==> src/rtl/mod_counter.sv <==
// mod_counter: parametrised up/down counter with clamp-on-load, wrap/saturate limits,
// an enable-gated prescaler and a registered one-cycle limit event pulse.
module mod_counter #(
   parameter int WIDTH     = 4,
   parameter int MAX_VALUE = 2**WIDTH-1,
   parameter bit SATURATE  = 1'b0,
   parameter int PRESCALE  = 1
) (
   input  logic             clock,
   input  logic             reset,
   input  logic             enable,
   input  logic             clear,
   input  logic             load,
   input  logic [WIDTH-1:0] load_value,
   input  logic             up_down,
   output logic [WIDTH-1:0] counter_out,
   output logic             at_limit,
   output logic             wrap
);
   localparam int PW = PRESCALE > 1 ? $clog2(PRESCALE) : 1;
   localparam logic [WIDTH-1:0] MAXV  = WIDTH'(MAX_VALUE);
   localparam logic [PW-1:0]    PLAST = PW'(PRESCALE-1);
   logic [PW-1:0]    pre, pre_nxt;
   logic [WIDTH-1:0] cnt_nxt, ld_val;
   logic             step, wrap_nxt;
   assign at_limit = up_down ? counter_out == MAXV : counter_out == '0;
   assign step     = enable && pre == PLAST;
   assign ld_val   = load_value > MAXV ? MAXV : load_value;
   // limits are compared explicitly so a short modulus never relies on natural overflow
   always_comb begin
      pre_nxt  = pre;
      cnt_nxt  = counter_out;
      wrap_nxt = 1'b0;
      if (clear) begin
         pre_nxt = '0;
         cnt_nxt = '0;
      end else if (load) begin
         pre_nxt = '0;
         cnt_nxt = ld_val;
      end else if (enable) begin
         pre_nxt = step ? '0 : pre + 1'b1;
         if (step) begin
            wrap_nxt = at_limit;
            cnt_nxt  = at_limit ? (SATURATE ? counter_out : (up_down ? '0 : MAXV))
                                : (up_down ? counter_out + 1'b1 : counter_out - 1'b1);
         end
      end
   end
   always_ff @(posedge clock or negedge reset) begin
      if (!reset) begin
         counter_out <= '0;
         pre         <= '0;
         wrap        <= 1'b0;
      end else begin
         counter_out <= cnt_nxt;
         pre         <= pre_nxt;
         wrap        <= wrap_nxt;
      end
   end
endmodule

==> config.mk <==
export PLATFORM = sky130hd
export DESIGN_NAME = mod_counter
export DESIGN_NICKNAME = d
export VERILOG_FILES = /design/src/rtl/mod_counter.sv
export SDC_FILE = /design/constraint.sdc
export NUM_CORES = 1
export LEC_CHECK = 0
export ABC_AREA = 1
export CAP_MARGIN = 10
export CORE_AREA = 3 3 40 42
export CTS_CLUSTER_SIZE = 16
export DETAILED_ROUTE_END_ITERATION = 16
export DIE_AREA = 0 0 43 45
export PLACE_DENSITY_LB_ADDON = 0.1
export SLEW_MARGIN = 10
export SYNTH_ARGS = -nofsm -noshare
export SYNTH_HDL_FRONTEND = slang
export SYNTH_SLANG_ARGS = --single-unit
==> constraint.sdc <==
create_clock -name clock -period 2.74 [get_ports clock]
set_clock_uncertainty 0.05 [all_clocks]
set_input_delay 0.548 -clock clock [delete_from_list [all_inputs] [get_ports clock]]
set_output_delay 0.548 -clock clock [all_outputs]
set_load 0.02 [all_outputs]
==> reports/summary.txt <==
========================================================================================================
Detail Route met2 WL                                                                              518 um
Buffer count from post-CTS setup fixing                                                                0
Number of cells on the critical path                                                                   6
First-pass GRT wire length                                                                       1860 um
Clock tree from TritonCTS                                                                            yes
Maximum number of pins on one net before global-route repair                                           8
Met3 WL                                                                                            20 um
Mapped Avg Cell Area                                                                            6.71 um2
Placed cells                                                                                         106
Post-CTS clock slew at the launch and capture registers of the worst setup and hold paths        0.04 ns
Total via count in the routed design                                                                 482
Cell-by-cell trace of the critical path                                                     clkdlybuf4s50_1 -> nand2_2 -> o21ai_2 -> nand2_2 -> inv_1 -> clkdlybuf4s50_1
Type of the tightest min-delay check                                                        flip-flop to flip-flop
CTS root buf                                                                                sky130_fd_sc_hd__clkbuf_4
I/O Pins                                                                                              16
Die Area                                                                                        1940 um2
Final design instance area without fill                                                          702 um2
Fraction of final layout cells with drive strength greater than 1                                  0.128
Max Clk Rate                                                                                     377 MHz
Critical Path Max Stage Delay                                                                    0.59 ns
Antenna Diode Count                                                                                    0
Post-Synthesis Cells                                                                                  75
Worst setup slack after placement                                                              0.0788 ns
Number of port buffers                                                                                15
Final count of pins violating max slew                                                                 0
Core ar.                                                                                        1280 um2
Highest metal layer with signal wires                                                               met4
Arrival time worst endpoint                                                                      2.06 ns
Critical path peak fanout                                                                              4
Number of buffers and inverters on the critical path                                                   3
Static leakage                                                                                  0.377 nW
RSZ-0062 raised after global routing                                                               false
WL per Instance                                                                                  9.58 um
Die span in y                                                                                      45 um
Number of buffers added by the clock tree synthesis step                                               3
Total track usage                                                                                  0.129
Summed negative setup slack over all endpoints                                                      0 ns
Number of clock sinks seen by CTS                                                                      6
Resized Gates After CTS                                                                                0
Placed standard-cell area                                                                        679 um2
Highest-count cells in the layout ignoring fill and taps                                    sky130_fd_sc_hd__nand2_1, sky130_fd_sc_hd__clkdlybuf4s50_1, sky130_fd_sc_hd__nor2_1
Critical path start-end classification                                                      primary input to output pin
Clock Tree Buf Depth                                                                                   2
Total number of yosys warnings                                                                         0
Data required time at the worst endpoint                                                         2.14 ns
Count of antenna-violating nets left after detailed routing                                            0
Leading cell type in the layout, fill and taps excluded                                     sky130_fd_sc_hd__nand2_1
DR pass1 iterations                                                                                    2
Initial cell density of the core                                                                   0.391
Result of the run                                                                           finished, final reports clean
Hold-fix buffer count after cts                                                                        0
Post-synth design cell area                                                                      503 um2
Via count of the first global-routing pass                                                           432
Final critical delay including setup and external delays                                         2.66 ns
Count of different cell masters after synthesis                                                       18
Std-Cell Rows                                                                                         13
Endpoint class of the critical path                                                           output pin
Number of flops mapped to enable cells by yosys                                                        0
Signed area change from the synthesized netlist to the final layout                                39.6%
H-tree depth                                                                                           1
Top cell family by delay on the critical path                                               buffers and inverters
Worst VDD drop                                                                                    233 uV
Least-Margin Pin Slew                                                                           0.249 ns
Number of remaining DRC errors                                                                         0
Placer congestion estimate                                                                         0.771
Slowest cell on the critical path                                                           sky130_fd_sc_hd__clkdlybuf4s50_1
Syn nets                                                                                              88
Hold Path Cell Cnt                                                                                     1
Setup-violating endpoint count in the final report                                                     0
Number of synthesized register bits                                                                    6
Met1 Wirelength                                                                                   485 um
Nets                                                                                                 109
Clock latency on the worst-skew pair                                                             0.24 ns
Drt initial violations                                                                                 4
Initial antenna violation count                                                                        0
Max transition margin                                                                              0.834
Synth async-reset ratio                                                                             1.00
Part of the Yosys area used for sequential elements                                                0.299
Minimum setup slack in the final design                                                        0.0846 ns
Number of max-cap violations                                                                           0
Cells on worst reg2reg path                                                                            7
Critical path launch point type                                                             primary input
Width of the chip                                                                                  43 um
Number of non-filler instances in the completed layout                                               109
Ys flop type                                                                                sky130_fd_sc_hd__dfrtp_1
Total power per unit cell area                                                                442 nW/um2
Overflow after GRT                                                                                     0
Total detailed-routing wirelength                                                                1040 um
Share of the cycle needed by the critical path after routing                                       0.969
Count of final hold-check violations                                                                   0
Detail-routed via count per cell                                                                    4.42
========================================================================================================
[metrics by stage]
step,util,total power [mW],hold slack (ns)
finish,0.546,0.310,0.438
global route,0.546,0.341,0.487
CTS,0.546,0.318,0.441
detailed placement,0.529,0.237,0.435
global placement,0.529,0.236,0.443
floorplan,-,0.186,0.202
[area by class of cell]
| type | instances | area (um2) |
|---|---|---|
| Fill cell | 140 | 583 |
| Multi-Input combinational cell | 56 | 290 |
| Timing Repair Buffer | 16 | 158 |
| Sequential cell | 6 | 150 |
| Inverter | 13 | 62.6 |
| Clock buffer | 3 | 22.5 |
| Tap cell | 15 | 18.8 |
[flip-flops by register name (all words and copies together) (netlist names)]
name and flops:
pre 1, counter_out 4, wrap 1
[logic make-up (layout without fill, tap and decap cells)]
| family | count (synthesis) | after routing | synth area share |
|---|---|---|---|
| adder cells (fa/ha/maj) | 3 | 3 | 0.0895 |
| AND/OR/NAND/NOR | 48 | 48 | 0.408 |
| buffers and inverters | 13 | 32 | 0.124 |
| flip-flops | 6 | 6 | 0.298 |
| AO/OA/AOI/OAI | 4 | 4 | 0.0622 |
| XOR/XNOR | 1 | 1 | 0.0174 |
[cells in the mapped netlist, types with 2 or more instances]
cell type,count,area [um2]
sky130_fd_sc_hd__nand2_1,27,101
sky130_fd_sc_hd__ha_1,2,25.0
sky130_fd_sc_hd__nand2_2,3,18.8
sky130_fd_sc_hd__o21ai_2,2,17.5
sky130_fd_sc_hd__nand3_1,2,10.0
sky130_fd_sc_hd__nor2_1,12,45.0
sky130_fd_sc_hd__dfrtp_1,6,150
sky130_fd_sc_hd__inv_1,11,41.3
[layer usage]
layer	GRT usage	vias to the layer above
li1	-	268
met1	0.168	204
met2	0.204	8
met3	0.0120	2
met4	0.0904	0
met5	0	-
[where the power goes]
part	total, mW	leakage, nW	internal, mW	switching, mW
Combinational	0.125	0.284	0.0603	0.0649
Sequential	0.108	0.0785	0.0963	0.0114
Clock	0.0772	0.0138	0.0493	0.0279
[worst register-to-register path: stages (launching register included)]
cell and delay, ns:
sky130_fd_sc_hd__dfrtp_1 0.46, sky130_fd_sc_hd__inv_1 0.15, sky130_fd_sc_hd__fa_1 0.42, sky130_fd_sc_hd__xnor2_1 0.13, sky130_fd_sc_hd__o21ai_1 0.12, sky130_fd_sc_hd__nand2_1 0.06
sky130_fd_sc_hd__nand2_1 0.06, sky130_fd_sc_hd__nand2_1 0.05
[final timing paths]
path / start / to / slack [ns]
setup / recovery: up_down / at_limit / 0.08
hold / removal: pre / wrap / 0.44
setup reg to reg: counter_out[0] / counter_out[2] / 1.13
hold reg to reg: pre / wrap / 0.44
max in group asynchronous: reset / counter_out[3] / 1.95
min in group asynchronous: reset / pre / 0.49
No activity file was read; power rests on OpenSTA's default activity.
